===== src/rtl/multicycle_ctrl_pkg.sv =====
// Shared encodings for the multi-cycle MIPS sequencer: states, opcodes, funcs, selects.
// Latency: none (constants and types only).
// Backpressure: none.
package mc_pkg;

  localparam logic [3:0] S_INIT     = 4'd0;
  localparam logic [3:0] S_FETCH    = 4'd1;
  localparam logic [3:0] S_DECODE   = 4'd2;
  localparam logic [3:0] S_EXEC_R   = 4'd3;
  localparam logic [3:0] S_EXEC_I   = 4'd4;
  localparam logic [3:0] S_MEM_ADDR = 4'd5;
  localparam logic [3:0] S_MEM_RD   = 4'd6;
  localparam logic [3:0] S_MEM_WR   = 4'd7;
  localparam logic [3:0] S_WB_ALU   = 4'd8;
  localparam logic [3:0] S_WB_MEM   = 4'd9;
  localparam logic [3:0] S_BRANCH   = 4'd10;
  localparam logic [3:0] S_JUMP     = 4'd11;

  localparam logic [5:0] OP_RTYPE = 6'b000000;
  localparam logic [5:0] OP_ADDI  = 6'b001000;
  localparam logic [5:0] OP_ORI   = 6'b001101;
  localparam logic [5:0] OP_LW    = 6'b100011;
  localparam logic [5:0] OP_SW    = 6'b101011;
  localparam logic [5:0] OP_BEQ   = 6'b000100;
  localparam logic [5:0] OP_BNE   = 6'b000101;
  localparam logic [5:0] OP_J     = 6'b000010;

  localparam logic [5:0] FN_ADD = 6'b100000;
  localparam logic [5:0] FN_SUB = 6'b100010;
  localparam logic [5:0] FN_AND = 6'b100100;
  localparam logic [5:0] FN_OR  = 6'b100101;
  localparam logic [5:0] FN_SLT = 6'b101010;

  localparam logic [1:0] PC_SEQ    = 2'b00;
  localparam logic [1:0] PC_BRANCH = 2'b01;
  localparam logic [1:0] PC_JUMP   = 2'b10;

  typedef enum logic [2:0] {
    ALU_ADD = 3'b000,
    ALU_SUB = 3'b001,
    ALU_AND = 3'b010,
    ALU_OR  = 3'b011,
    ALU_SLT = 3'b100
  } alu_ctr_e;

  // Result of decoding the IR fields that the EXEC states need.
  typedef struct packed {
    alu_ctr_e alu_ctr;
    logic     ext_op;
    logic     legal;
    logic     ovf_en;
  } dec_t;

endpackage


===== src/rtl/multicycle_ctrl_if.sv =====
// Bundle between the sequencer and the datapath: IR fields/flags in, enables/selects out.
// Latency: none (wiring only).
// Backpressure: MemRdy from the DataRAM stretches MEM_RD/MEM_WR.
interface multicycle_ctrl_if;
  logic [5:0] OP;
  logic [5:0] Func;
  logic       Z;
  logic       Overflow;
  logic       MemRdy;
  logic       PCWr;
  logic [1:0] PCSrc;
  logic       IRWr;
  logic       RegWr;
  logic       RegDst;
  logic       ALUSrc;
  logic       ExtOp;
  logic [2:0] ALUctr;
  logic       MemtoReg;
  logic       MemRd;
  logic       MemWr;
  logic       Illegal;
  logic       MemErr;
  logic [3:0] State;

  // Controller side.
  modport master (
    input  OP, Func, Z, Overflow, MemRdy,
    output PCWr, PCSrc, IRWr, RegWr, RegDst, ALUSrc, ExtOp, ALUctr,
           MemtoReg, MemRd, MemWr, Illegal, MemErr, State
  );

  // Datapath side.
  modport slave (
    output OP, Func, Z, Overflow, MemRdy,
    input  PCWr, PCSrc, IRWr, RegWr, RegDst, ALUSrc, ExtOp, ALUctr,
           MemtoReg, MemRd, MemWr, Illegal, MemErr, State
  );
endinterface


===== src/rtl/multicycle_ctrl_alu_decode.sv =====
// Combinational OP/Func decode into ALU operation, extender mode, overflow capture and legality.
// Latency: 0 cycles (pure combinational).
// Backpressure: none.
module mc_alu_decode
  import mc_pkg::*;
(
  input  logic [5:0] op,
  input  logic [5:0] func,
  output dec_t       dec
);

  // Unknown opcodes and unknown R-type funcs both come out with legal=0.
  always_comb begin
    dec = '{alu_ctr: ALU_ADD, ext_op: 1'b0, legal: 1'b0, ovf_en: 1'b0};
    case (op)
      OP_RTYPE: begin
        dec.legal = 1'b1;
        case (func)
          FN_ADD: begin dec.alu_ctr = ALU_ADD; dec.ovf_en = 1'b1; end
          FN_SUB: begin dec.alu_ctr = ALU_SUB; dec.ovf_en = 1'b1; end
          FN_AND: dec.alu_ctr = ALU_AND;
          FN_OR:  dec.alu_ctr = ALU_OR;
          FN_SLT: dec.alu_ctr = ALU_SLT;
          default: dec.legal = 1'b0;
        endcase
      end
      OP_ADDI: begin
        dec.legal  = 1'b1;
        dec.ext_op = 1'b1;
        dec.ovf_en = 1'b1;
      end
      OP_ORI: begin
        dec.legal   = 1'b1;
        dec.alu_ctr = ALU_OR;
      end
      OP_LW, OP_SW, OP_BEQ, OP_BNE, OP_J: dec.legal = 1'b1;
      default: ;
    endcase
  end

endmodule


===== src/rtl/multicycle_ctrl.sv =====
// Multi-cycle MIPS sequencer: FETCH/DECODE/EXEC/MEM/WB FSM driving datapath enables and selects.
// Latency: R/I 4, lw 5+w, sw 4+w, branch/jump 3, illegal 2 cycles; outputs are combinational from state.
// Backpressure: MemRdy holds MEM_RD/MEM_WR; MULTICYCLE_MEM_TIMEOUT_EN aborts after MEM_TIMEOUT cycles.
module multicycle_ctrl
  import mc_pkg::*;
#(
  parameter int MEM_TIMEOUT = 16
) (
  input logic               Clk,
  input logic               Clrn,
  multicycle_ctrl_if.master bus
);

  logic [3:0] state_q;
  logic [3:0] state_d;
  logic       ovf_q;
  logic       mem_abort;
  dec_t       dec;

  mc_alu_decode u_dec (
    .op   (bus.OP),
    .func (bus.Func),
    .dec  (dec)
  );

  if (MEM_TIMEOUT < 2) begin : g_bad_timeout
    $error("multicycle_ctrl: MEM_TIMEOUT must be at least 2");
  end

`ifdef MULTICYCLE_MEM_TIMEOUT_EN
  localparam int WAIT_W = $clog2(MEM_TIMEOUT);
  logic              in_mem;
  logic [WAIT_W-1:0] wait_q;

  assign in_mem = (state_q == S_MEM_RD) || (state_q == S_MEM_WR);

  // Count unanswered MEM cycles; held at zero elsewhere so every access starts from zero.
  always_ff @(posedge Clk) begin
    if (!Clrn || !in_mem) wait_q <= '0;
    else if (!bus.MemRdy) wait_q <= wait_q + WAIT_W'(1);
  end

  // A late MemRdy in the final allowed cycle still wins over the abort.
  assign mem_abort = in_mem && !bus.MemRdy && (wait_q == WAIT_W'(MEM_TIMEOUT - 1));
`else
  assign mem_abort = 1'b0;
`endif

  // State register; reset wins from any state, including a pending memory access.
  always_ff @(posedge Clk) begin
    if (!Clrn) state_q <= S_INIT;
    else       state_q <= state_d;
  end

  // Capture overflow in EXEC so WB_ALU can suppress the write; only add/sub/addi trap.
  always_ff @(posedge Clk) begin
    if (!Clrn) ovf_q <= 1'b0;
    else if (state_q == S_EXEC_R || state_q == S_EXEC_I) ovf_q <= bus.Overflow & dec.ovf_en;
  end

  // Next-state selection.
  always_comb begin
    state_d = S_FETCH;
    case (state_q)
      S_INIT:   state_d = S_FETCH;
      S_FETCH:  state_d = S_DECODE;
      S_DECODE: begin
        if (dec.legal) begin
          case (bus.OP)
            OP_RTYPE:        state_d = S_EXEC_R;
            OP_ADDI, OP_ORI: state_d = S_EXEC_I;
            OP_LW, OP_SW:    state_d = S_MEM_ADDR;
            OP_BEQ, OP_BNE:  state_d = S_BRANCH;
            OP_J:            state_d = S_JUMP;
            default:         state_d = S_FETCH;
          endcase
        end
      end
      S_EXEC_R, S_EXEC_I: state_d = S_WB_ALU;
      S_MEM_ADDR: state_d = (bus.OP == OP_LW) ? S_MEM_RD : S_MEM_WR;
      S_MEM_RD: begin
        if (bus.MemRdy)     state_d = S_WB_MEM;
        else if (mem_abort) state_d = S_FETCH;
        else                state_d = S_MEM_RD;
      end
      S_MEM_WR: state_d = (bus.MemRdy || mem_abort) ? S_FETCH : S_MEM_WR;
      default:  state_d = S_FETCH;
    endcase
  end

  // Per-state enables and selects; anything not named for a state stays 0.
  always_comb begin
    bus.PCWr     = 1'b0;
    bus.PCSrc    = PC_SEQ;
    bus.IRWr     = 1'b0;
    bus.RegWr    = 1'b0;
    bus.RegDst   = 1'b0;
    bus.ALUSrc   = 1'b0;
    bus.ExtOp    = 1'b0;
    bus.ALUctr   = ALU_ADD;
    bus.MemtoReg = 1'b0;
    bus.MemRd    = 1'b0;
    bus.MemWr    = 1'b0;
    bus.Illegal  = 1'b0;
    bus.MemErr   = 1'b0;
    case (state_q)
      S_FETCH: begin
        bus.IRWr = 1'b1;
        bus.PCWr = 1'b1;
      end
      S_DECODE: bus.Illegal = !dec.legal;
      S_EXEC_R: bus.ALUctr = dec.alu_ctr;
      S_EXEC_I: begin
        bus.ALUSrc = 1'b1;
        bus.ExtOp  = dec.ext_op;
        bus.ALUctr = dec.alu_ctr;
      end
      S_WB_ALU: begin
        bus.RegWr  = !ovf_q;
        bus.RegDst = (bus.OP == OP_RTYPE);
      end
      S_MEM_ADDR: begin
        bus.ALUSrc = 1'b1;
        bus.ExtOp  = 1'b1;
      end
      S_MEM_RD: begin
        bus.MemRd  = 1'b1;
        bus.MemErr = mem_abort;
      end
      S_MEM_WR: begin
        bus.MemWr  = 1'b1;
        bus.MemErr = mem_abort;
      end
      S_WB_MEM: begin
        bus.RegWr    = 1'b1;
        bus.MemtoReg = 1'b1;
      end
      S_BRANCH: begin
        bus.ALUctr = ALU_SUB;
        bus.PCSrc  = PC_BRANCH;
        bus.PCWr   = (bus.OP == OP_BEQ) ? bus.Z : !bus.Z;
      end
      S_JUMP: begin
        bus.PCWr  = 1'b1;
        bus.PCSrc = PC_JUMP;
      end
      default: ;
    endcase
  end

  assign bus.State = state_q;

endmodule


===== src/flat_wrapper.sv =====
// flat-port wrapper written by rule: the top's interface ports become plain ports
module multicycle_ctrl_flat import mc_pkg::*;
#(
  parameter int MEM_TIMEOUT = 16
)
  (Clk, Clrn, bus_OP, bus_Func, bus_Z, bus_Overflow, bus_MemRdy, bus_PCWr, bus_PCSrc, bus_IRWr, bus_RegWr, bus_RegDst, bus_ALUSrc, bus_ExtOp, bus_ALUctr, bus_MemtoReg, bus_MemRd, bus_MemWr, bus_Illegal, bus_MemErr, bus_State);
  multicycle_ctrl_if bus_i ();
  input logic Clk;
  input logic Clrn;
  input wire logic [$bits(bus_i.OP)-1:0] bus_OP;
  input wire logic [$bits(bus_i.Func)-1:0] bus_Func;
  input wire logic [$bits(bus_i.Z)-1:0] bus_Z;
  input wire logic [$bits(bus_i.Overflow)-1:0] bus_Overflow;
  input wire logic [$bits(bus_i.MemRdy)-1:0] bus_MemRdy;
  output wire logic [$bits(bus_i.PCWr)-1:0] bus_PCWr;
  output wire logic [$bits(bus_i.PCSrc)-1:0] bus_PCSrc;
  output wire logic [$bits(bus_i.IRWr)-1:0] bus_IRWr;
  output wire logic [$bits(bus_i.RegWr)-1:0] bus_RegWr;
  output wire logic [$bits(bus_i.RegDst)-1:0] bus_RegDst;
  output wire logic [$bits(bus_i.ALUSrc)-1:0] bus_ALUSrc;
  output wire logic [$bits(bus_i.ExtOp)-1:0] bus_ExtOp;
  output wire logic [$bits(bus_i.ALUctr)-1:0] bus_ALUctr;
  output wire logic [$bits(bus_i.MemtoReg)-1:0] bus_MemtoReg;
  output wire logic [$bits(bus_i.MemRd)-1:0] bus_MemRd;
  output wire logic [$bits(bus_i.MemWr)-1:0] bus_MemWr;
  output wire logic [$bits(bus_i.Illegal)-1:0] bus_Illegal;
  output wire logic [$bits(bus_i.MemErr)-1:0] bus_MemErr;
  output wire logic [$bits(bus_i.State)-1:0] bus_State;
  assign bus_i.OP = bus_OP;
  assign bus_i.Func = bus_Func;
  assign bus_i.Z = bus_Z;
  assign bus_i.Overflow = bus_Overflow;
  assign bus_i.MemRdy = bus_MemRdy;
  assign bus_PCWr = bus_i.PCWr;
  assign bus_PCSrc = bus_i.PCSrc;
  assign bus_IRWr = bus_i.IRWr;
  assign bus_RegWr = bus_i.RegWr;
  assign bus_RegDst = bus_i.RegDst;
  assign bus_ALUSrc = bus_i.ALUSrc;
  assign bus_ExtOp = bus_i.ExtOp;
  assign bus_ALUctr = bus_i.ALUctr;
  assign bus_MemtoReg = bus_i.MemtoReg;
  assign bus_MemRd = bus_i.MemRd;
  assign bus_MemWr = bus_i.MemWr;
  assign bus_Illegal = bus_i.Illegal;
  assign bus_MemErr = bus_i.MemErr;
  assign bus_State = bus_i.State;
  multicycle_ctrl #(.MEM_TIMEOUT(MEM_TIMEOUT)) u_core (.Clk(Clk), .Clrn(Clrn), .bus(bus_i));
endmodule

===== config.mk =====
export PLATFORM = sky130hd
export DESIGN_NAME = multicycle_ctrl_flat
export DESIGN_NICKNAME = d
export VERILOG_FILES = /design/src/rtl/multicycle_ctrl_pkg.sv /design/src/rtl/multicycle_ctrl_if.sv /design/src/rtl/multicycle_ctrl_alu_decode.sv /design/src/rtl/multicycle_ctrl.sv /design/src/flat_wrapper.sv
export SDC_FILE = /design/constraint.sdc
export NUM_CORES = 1
export LEC_CHECK = 0
export BUFFER_PORTS_ARGS = -buffer_cell sky130_fd_sc_hd__buf_2
export CORE_MARGIN = 3
export CORE_UTILIZATION = 25
export DETAILED_ROUTE_END_ITERATION = 10
export PLACE_DENSITY = 0.45
export SETUP_SLACK_MARGIN = 0.15
export SYNTH_ARGS = -nofsm -noshare
export SYNTH_HDL_FRONTEND = slang
export SYNTH_SLANG_ARGS = --single-unit

===== constraint.sdc =====
create_clock -name Clk -period 2.7 [get_ports Clk]
set_clock_uncertainty 0.1 [all_clocks]
set_input_delay 0.27 -clock Clk [delete_from_list [all_inputs] [get_ports Clk]]
set_output_delay 0.27 -clock Clk [all_outputs]
set_load 0.1 [all_outputs]

After elaboration in Yosys (flattened, before gate mapping):

Index checks and enable logic that the tools add are counted.
Widths: inputs -> output; s select.

* logic and storage cells: 66
* memories kept: 0
* latch bits: 0
* RAM bits: 0
* memory bits (read-only): 0
* input bits: 17
* register bits after elaboration: 5

* shifts and indexed selects: 0
* add/subtract/negate cells: 0
* order comparisons: 0
* reduce and logical (&&, ||, !) cells: 14
* multiply operators: 0
* eq/ne operators: 23
* divide/modulo/power cells: 0
* bitwise gates (word level): 1
* mux-type cells: 26

Operator list (count)
* $eq 6x6->1 const B: 7
* $pmux 4 s6: 1
* $pmux 4 s5: 1
* $eq 4x3->1 const B: 4
* $eq 4x4->1 const B: 4
* $reduce_or 2->1: 7
* $eq 6x3->1 const B: 2
* $eq 6x4->1 const B: 2
* $mux 1: 12
* $pmux 3 s2: 2
* $pmux 3 s4: 1
* $pmux 1 s2: 5
* $eq 4x2->1 const B: 2
* $mux 4: 2
* $reduce_or 7->1: 1
* $eq 6x2->1 const B: 1
* $logic_not 6->1: 1
* $reduce_or 5->1: 1
* $eq 4x1->1 const B: 1
* $pmux 2 s2: 1
* $logic_not 1->1: 3
* $mux 3: 1
* $and 1x1->1: 1
* $logic_or 1x1->1: 1

Logic depth before layout (Yosys ltp):

Gate-level depths: netlist of run 1.

* depth after elaboration: 6
* gate-level depth with buffers: 5
* mapped depth without buffers: 4

Modules after synthesis:

Synthesis of run 1 repeated with hierarchy kept, for this count alone.

* cells, all modules: 112
* area, all modules: 835.8 um^2

By module, submodules not included
* multicycle_ctrl: cells an instance 83, sequential area each 100.1 um^2, instances 1, area an instance 614.3 um^2
* mc_alu_decode: cells an instance 29, sequential area each 0.0 um^2, instances 1, area an instance 221.5 um^2

Worst setup path before layout of run 1:

No wires, ideal clock.

* path kind: register -> output
* start: reg u_core.state_q[0], in the netlist u_core.bus.State[0]
* end: out bus_PCWr
* path slack: -2190 ps
* data arrival time: 4520 ps
* required time: 2330 ps
* stages on the path, launching flop included: 5
* path through: dfxtp_1 clkbuf_1 nand2_1 nor3_1 o21bai_1

* cells in the longest elaborated chain, start to end: 3

Ends and longest elaborated chain
* from (decl): RTL line multicycle_ctrl.sv:14 `logic [3:0] state_q;`
* from (signal assigned): RTL line multicycle_ctrl.sv:52 `else state_q <= state_d;`
* $eq 4x4->1 or $eq 4x1->1 (tied branches): RTL line multicycle_ctrl.sv:106 `case (state_q)`
* $reduce_or 2->1 (no source line)
* $pmux 1 s2 (*): RTL line multicycle_ctrl.sv:106
* to (decl): RTL line flat_wrapper.sv:15 `output wire logic [$bits(bus_i.PCWr)-1:0] bus_PCWr;`

Every way passes the cells marked *; elsewhere a longest branch is shown, timed or not.

Worst setup path after layout of run 1:

* start: reg u_core.state_q[2], in the netlist u_core.bus.State[2]
* end: out bus_ALUctr[2]

* cells in the longest elaborated chain, start to end: 3

Ends and longest elaborated chain
* $eq 4x3->1 or $eq 4x2->1 (tied branches): RTL line multicycle_ctrl.sv:106
* $reduce_or 2->1 (no source line)
* $pmux 3 s2 (*): RTL line multicycle_ctrl.sv:106
* to (decl): RTL line flat_wrapper.sv:22 `output wire logic [$bits(bus_i.ALUctr)-1:0] bus_ALUctr;`

Marks and branches as above.

==> impl_metrics.ini, run 1 <==
[setup_path]
critPathMaxFanout = 16
crit_type = flop to output pin
crit_cells = 4
rr_endpoint = u_core.bus.State[1]
path_cells = or3b_1 -> a21o_1 -> nor4_4 -> buf_2
required_ps = 2330
rrSetupSlack_ps = 1170
slowest_stage = buf_2
cpLargestDelayFamily = simple AND/OR/NAND/NOR gates
worstRegToRegCells = 4
start_kind = flop
crit_buf_inv = 1
r2r-start = u_core.bus.State[0]
critPathCaptureType = output pin
crit_arrival_ps = 2060
slowest_delay_ps = 460

[synth]
synth.distinct_cells = 48
synth_area_um2 = 759
synth_seq_cells = 5
synth.top_cell.area_share_pct = 13.2
synthFlopType = dfxtp_1
yosysTopAreaCell = dfxtp_1
synth_nets = 121
yosysSeqAreaShare_pct = 13.2
syn_area_per_cell_um2 = 7.30
synthArstFlopShare_pct = 0
ys_warn_count = 0
synth.area.top_cells = dfxtp_1, nor2_1, buf_6, clkbuf_8, nand2_1
synth_cells = 104
synth-edff-count = 0
synth_common_cells = nor2_1, nand2_1, inv_1
post-synth-top-count-cell = nor2_1

[power_and_ir_drop]
power_uw = 329
p_int_uw = 174
p_sw_uw = 155
p_per_area_mw_per_mm2 = 322
switching_share_pct = 47.2
p_seq_share_pct = 27.3
vdd_drop_max_mv = 0.209
p_leak_uw = 0.000421
combPwrFrac_pct = 47.1
clkPwrFrac_pct = 25.6

[global_route]
grt_pass1_wl_um = 3800
grt_start_max_net_pins = 17
gr-total-overflow = 0
antenna_found_initial = 0
grt_use_total_pct = 13.2
grt_pass1_vias = 823

[hold_path]
holdPathEnd = u_core.bus.State[0]
hp-class = input pin to flop
holdPathStages = 2
min-delay-start = Clrn

[timing]
maxSlewHeadroom_pct = 63.6
period_share_pct = 89.8
finalSetupViolations = 0
rsz0062_at_grt = no
report.final.slew_viol_count = 0
hold_viol = 0
min_period_ps = 2430
worstMarginPinSlew_ps = 539
tns_ps = 0
max_freq_mhz = 412

[job]
drv_cap = 0

[layout]
finalNonFillerCells = 167
final_area_mm2 = 0.00102
n_antenna_cell = 0
num-fill-cells = 299
areaGrowthSynthToFinish_pct = 34.4
drive_gt1_share_pct = 42.6
nets = 154

[drt]
drc = 0
dr.first_iter.drc_count = 33
wl_per_cell_um = 14.7
ant_nets = 0
wirelength_um = 2460
first_pass_iters = 4
vias = 891
vias_per_cell = 5.34

[placed_design]
io_buffers = 35
dp_cells = 163
placed_area_um2 = 995
place_hpwl_um = 1930
gp_congestion = 0.786

[clock_network]
htreeDepth = 1
postCtsResizedCells = 0
cts_tree = yes
cts-buffers-inserted = 3
cts.path.max_buffers = 2
cts-hold-fix-buffers = 0
cts_setup_buffers = 0
clock_sinks = 5
clock_latency_ps = 240
root_buffer = clkbuf_4
clkTransAtPathRegs_ps = 40

[floorplan]
dieArea_mm2 = 0.00374
core_area_mm2 = 0.00283
die_w_um = 61.1
rows = 19
fp.dieH_um = 61.1
num_io_pins = 37
initial_core_util_pct = 26.8

[status]
status = complete, no violations
## layout by cell type (no fill, tap or decap), types with 2 or more instances in the layout
cell type,instances
buf_2,35
nor2_1,8
nand2_1,7
inv_1,6
dfxtp_4,4
nand2b_1,3
nor2_2,3
nand4_1,3
nand3b_1,3
a21oi_1,3
and3_1,3
clkbuf_4,3
nor2b_1,2
nor3_1,2
a21o_1,2
nand3_1,2
o21ai_0,2
o22ai_1,2
nor4_4,2
or3_1,2
o41ai_1,2
mux2i_1,2
o21ai_1,2
o211ai_1,2
a21boi_1,2
## layer usage
| layer | part of all wire (%) | vias up | GRT usage (%) | routed length [um] |
|---|---|---|---|---|
| met1 | 47 | 404 | 18.0 | 1150 |
| met4 | 2.3 | 0 | 3.10 | 57 |
| li1 | - | 448 | - | - |
| met2 | 45 | 33 | 21.1 | 1100 |
| met3 | 5.7 | 6 | 3.14 | 140 |
| met5 | 0 | - | 0 | 0 |
## metrics by stage
stage	setup slack, ps	hold WS, ps	util [%]
after global routing	199	192	36.1
final	274	186	36.1
after floorplan	60.1	288	-
after global placement	503	378	35.2
after CTS	262	178	36.1
after detailed placement	517	388	35.2
## worst max path at each step
stage	startpoint	endpoint	slack, ps
3_3_place_gp	bus_OP[3]	bus_PCWr	500
6_report	u_core.bus.State[2]	bus_ALUctr[2]	270
2_1_floorplan	u_core.bus.State[0]	bus_PCWr	60
4_1_cts	u_core.bus.State[2]	bus_ALUctr[2]	260
3_5_place_dp	bus_Func[1]	bus_Illegal	520
5_1_grt	u_core.bus.State[2]	bus_ALUctr[2]	200
## power by group through the flow
stage / combinational, uW / clock (uW) / sequential [uW]
2_1_floorplan: 115 / 0 / 101
3_3_place_gp: 154 / 0 / 91.0
3_5_place_dp: 155 / 0 / 91.0
4_1_cts: 155 / 89.8 / 89.7
5_1_grt: 165 / 93.9 / 90.9
6_report: 155 / 84.2 / 89.9
## layout make-up
class	count	area [um^2]	share of cell area, %
Multi-Input combinational cell	86	643	63.0
Timing Repair Buffer	35	175	17.2
Sequential cell	5	115	11.3
Tap cell	31	38.8	3.80
Clock buffer	4	26.3	2.57
Inverter	6	22.5	2.21
## cells by family (layout without fill, tap and decap cells)
| kind of cell | after synthesis | in the layout | share of synthesized area [%] |
|---|---|---|---|
| mux | 2 | 2 | 2.64 |
| flops | 5 | 5 | 13.2 |
| simple gates | 52 | 52 | 41.5 |
| other cells | 1 | 1 | 0.494 |
| xor+xnor | 1 | 1 | 1.15 |
| compound gates | 30 | 30 | 28.5 |
| buf+inv | 13 | 45 | 12.5 |
## state kept, by name, indices dropped and copies added, names as in the netlist
signal	flops
u_core.bus.State	4
u_core.ovf_q	1
No activity file was read; power rests on OpenSTA's default activity.
==> inputs of run 2 (changes only) <==
Settings changed: ABC_AREA set to 1, PLACE_DENSITY 0.45 to 0.46.
==> impl_metrics.ini, run 2 <==
[drt]
vias_per_cell = 4.42
dr.first_iter.drc_count = 18
vias = 844
first_pass_iters = 4
drc = 0
wirelength_um = 1880
wl_per_cell_um = 9.82
ant_nets = 0

[global_route]
use_met2_pct = 19.5
antenna_found_initial = 0
grt_util_met1_pct = 14.0
grt_pass1_wl_um = 2990
grt_start_max_net_pins = 8
grt_pass1_vias = 729
top_usage_layer = met2
grt_use_total_pct = 11.2
use_met3_pct = 3.34
gr-total-overflow = 0

[setup_path]
critPathMaxFanout = 5
rrSetupSlack_ps = 1400
rr_endpoint = u_core.bus.State[1]
crit_arrival_ps = 1800
endpoint = bus_ALUctr[0]
start_kind = flop
required_ps = 2330
crit_type = flop to output pin
r2r-start = u_core.bus.State[0]
worstRegToRegCells = 7
crit_start = u_core.bus.State[2]
critPathCaptureType = output pin

[floorplan]
core_area_mm2 = 0.00252
fp.dieH_um = 57.9
dieArea_mm2 = 0.00336
initial_core_util_pct = 26.7
num_io_pins = 37
rows = 18
die_w_um = 57.9

[synth]
synth_nets = 140
synth-edff-count = 0
synthArstFlopShare_pct = 0
synth_common_cells = nor2_1, inv_1, nand2_1
synthFlopType = dfxtp_1
yosysTopAreaCell = nor2_1
syn_area_per_cell_um2 = 5.48
synth.top_cell.area_share_pct = 15.6
synth_cells = 123
synth_area_um2 = 674
synth.distinct_cells = 26
synth_seq_cells = 5
ys_warn_count = 0
synth.area.top_cells = nor2_1, dfxtp_1, inv_1, nand2_1, nand3_1
yosysSeqAreaShare_pct = 14.8
post-synth-top-count-cell = nor2_1

[power_and_ir_drop]
p_sw_uw = 180
p_per_area_mw_per_mm2 = 361
p_leak_uw = 0.000515
clkPwrFrac_pct = 24.8
p_seq_share_pct = 24.4
vdd_drop_max_mv = 0.252
switching_share_pct = 51.0
combPwrFrac_pct = 50.8
p_int_uw = 173

[layout]
drive_gt1_share_pct = 44.7
largest_register_ffs = 4
num-fill-cells = 287
final_cell_mix = buf_2, nor2_1, inv_1, nand2_1, nand3_1
areaGrowthSynthToFinish_pct = 44.5
nets = 179
utilization_pct = 38.6
mostFrequentLayoutCell = buf_2
n_antenna_cell = 0

[timing]
tns_ps = 0
min_period_ps = 2170
max_freq_mhz = 461
report.final.slew_viol_count = 0
whs_ps = 174
rsz0062_at_grt = no
finalSetupViolations = 0
hold_viol = 0
period_share_pct = 80.3

[clock_network]
cts-hold-fix-buffers = 0
cts_setup_buffers = 0
cts-buffers-inserted = 3
cts.path.max_buffers = 2
cts_tree = yes
htreeDepth = 1
clkTransAtPathRegs_ps = 40
root_buffer = clkbuf_4
clock_sinks = 5
postCtsResizedCells = 0
clock_latency_ps = 240

[placed_design]
io_buffers = 35
place_hpwl_um = 1690
gp_congestion = 0.774

[status]
status = complete, no violations

[job]
drv_cap = 0

[hold_path]
hp-class = input pin to flop
run 2: cell count changes after synthesis, sizes merged, moves of 4 or more:
cell    before  now
a21oi        4    9
and3         4    0
inv          6   23
nand2        7   22
nand2b       4    0
nand3        2   14
nor2        12   34
run 2: logic make-up after synthesis:
family | share of synthesized area (%)
compound gates | 18.0
buf+inv | 13.9
flops | 14.8
other cells | 0.556
simple gates | 52.7
run 2: power by group through the flow:
stage / registers [uW] / clock network (uW) / logic [uW]
2_1_floorplan: 115 / 0 / 116
3_3_place_gp: 87.2 / 0 / 180
3_5_place_dp: 87.4 / 0 / 180
4_1_cts: 85.9 / 92.8 / 181
5_1_grt: 87.3 / 96.0 / 193
6_report: 85.8 / 87.4 / 179
run 2: worst max-delay path: stages, from the launching register on:
cell and delay [ps]:
dfxtp_4 360, nor2_2 110, inv_2 70, o21ai_4 250
nand2_4 80, nor2_1 90, nand2_1 50, o211ai_1 80
buf_2 450
run 2: layout make-up:
class	count	area, um^2	share of cell area, %
repair buffers	35	175	18.0
inverters	23	86.3	8.86
clock buffers	4	26.3	2.70
multi-input cells	94	534	54.8
well taps	30	37.5	3.85
flip-flops and latches	5	115	11.8
run 2: how the worst min path moves through the flow:
stage	depth (start not counted)	startpoint	end	slack [ps]
2_1_floorplan	2	Clrn	u_core.ovf_q	310
3_3_place_gp	3	bus_Overflow	u_core.ovf_q	430
3_5_place_dp	3	bus_Overflow	u_core.ovf_q	430
4_1_cts	3	bus_Overflow	u_core.ovf_q	170
5_1_grt	3	bus_Overflow	u_core.ovf_q	200
6_report	3	bus_Overflow	u_core.ovf_q	170
run 2: through the flow:
step	area, um^2	worst slack [ps]	power, uW	cells
after CTS	975	516	359	191
after global routing	975	454	376	191
after detailed placement	948	754	268	187
after global placement	948	779	268	187
final	975	533	352	191
after floorplan	743	-104	231	123
run 2: routing by layer:
layer,share of wire [%],up-vias,wire length (um)
li1,-,462,-
met1,46,353,864
met2,46,29,860
met3,8.0,0,150
met4,0,0,0
met5,0,-,0
==> inputs of run 3 (changes only) <==
Settings changed: ABC_AREA 1 to 0, PLACE_DENSITY 0.46 to 0.45.
Clock period 2.7 ns to 2.1 ns, I/O delays scaled along.
==> impl_metrics.ini, run 3 (same netlist as run 1, synthesis figures left out) <==
[timing]
hold_viol = 0
maxSlewHeadroom_pct = 61.5
worstMarginPinSlew_ps = 571
min_period_ps = 1950
report.final.slew_viol_count = 0
setup_slack_ps = 153
max_freq_mhz = 514
finalSetupViolations = 0
period_share_pct = 92.7
rsz0062_at_grt = yes

[global_route]
gr-total-overflow = 0
grt_use_total_pct = 13.7
antenna_found_initial = 0
grt_pass1_wl_um = 3950
grt_pass1_vias = 847
grt_start_max_net_pins = 15

[setup_path]
start_kind = flop
critPathMaxFanout = 4
crit_type = flop to output pin
critPathCaptureType = output pin
crit_arrival_ps = 1640
rrSetupSlack_ps = 450
required_ps = 1790

[drt]
wirelength_um = 2360
wl_per_cell_um = 13.6
vias = 923
dr.first_iter.drc_count = 37
ant_nets = 0
vias_per_cell = 5.34
first_pass_iters = 4
drc = 0

[power_and_ir_drop]
p_sw_uw = 219
combPwrFrac_pct = 54.4
p_seq_share_pct = 21.5
p_per_area_mw_per_mm2 = 359
clkPwrFrac_pct = 24.1
vdd_drop_max_mv = 0.301
p_leak_uw = 0.000501
p_int_uw = 249
switching_share_pct = 46.8

[layout]
nets = 160
num-fill-cells = 287
seqCellArea_um2 = 115
mostFrequentLayoutCell = buf_2
n_antenna_cell = 0
final_cell_mix = buf_2, buf_12, nor2_4, nor2_1
final_area_mm2 = 0.00131
areaGrowthSynthToFinish_pct = 71.8
drive_gt1_share_pct = 53.5
multi_input_area_um2 = 746
utilization_pct = 46.1
largest_register_ffs = 4

[clock_network]
clock_latency_ps = 250
htreeDepth = 1
clkTransAtPathRegs_ps = 50
cts.path.max_buffers = 2
cts_tree = yes
root_buffer = clkbuf_4
cts-buffers-inserted = 3
clock_sinks = 5
cts-hold-fix-buffers = 0

[floorplan]
num_io_pins = 37
die_w_um = 61.1
fp.dieH_um = 61.1
dieArea_mm2 = 0.00374
rows = 19
initial_core_util_pct = 26.8
core_area_mm2 = 0.00283

[placed_design]
placed_area_mm2 = 0.00121
place_hpwl_um = 1880
pre_cts_ws_ps = 204
gp_congestion = 0.787
io_buffers = 35

[job]
drv_cap = 0

[hold_path]
hp-class = input pin to flop

[status]
status = complete, no violations
==> run 3: metal layers <==
metal  vias up  share of wire [%]  global-route usage, %
met1       437                 44                   18.9
met5         -                  0                      0
met4         0               0.34                   1.86
met2        17                 51                   22.5
met3         2                4.2                   2.94
li1        467                  -                      -
==> run 3: critical path: stages (launching register included) <==
cell     delay [ps]
dfxtp_4         340
or3b_4          400
a21o_4          250
o22ai_2         110
a31o_4          130
buf_12          160
==> run 3: per-stage QoR <==
step,instances,total power (uW),setup TNS [ps],hold WS (ps)
after floorplan,104,299,-1490,228
after global placement,165,347,0,378
after detailed placement,165,345,0,374
after CTS,173,472,0,112
after global routing,173,495,0,119
final,173,468,0,117
==> run 3: power groups by stage <==
| stage | sequential, uW | clock, uW | combinational, uW |
|---|---|---|---|
| floorplan | 132 | 0 | 167 |
| global placement | 106 | 0 | 240 |
| detailed placement | 106 | 0 | 239 |
| CTS | 101 | 117 | 254 |
| global route | 101 | 122 | 271 |
| finish | 101 | 113 | 254 |
==> run 3: final cells by class <==
class,instances,share of cell area [%]
multi-input combinational,86,57.1
timing repair buffer,41,27.2
sequential,5,8.82
tap,31,2.97
clock buffer,3,1.73
inverter,6,1.73
clock inverter,1,0.384
==> run 3: worst paths after layout <==
check,start,end,cells past startpoint
hold / removal,Clrn,u_core.bus.State[0],2
setup reg to reg,u_core.bus.State[1],u_core.bus.State[1],5
setup / recovery,u_core.bus.State[0],bus_ALUctr[0],5
hold reg to reg,u_core.ovf_q,u_core.ovf_q,2
==> run 3: what timing repair did <==
action,4_1_cts,5_1_grt
resized for setup,4,2
buffers inserted,4,0
pin swaps,4,1
endpoints found under the hold margin,0,0
cloned,0,0
endpoints found under the setup margin,7,5
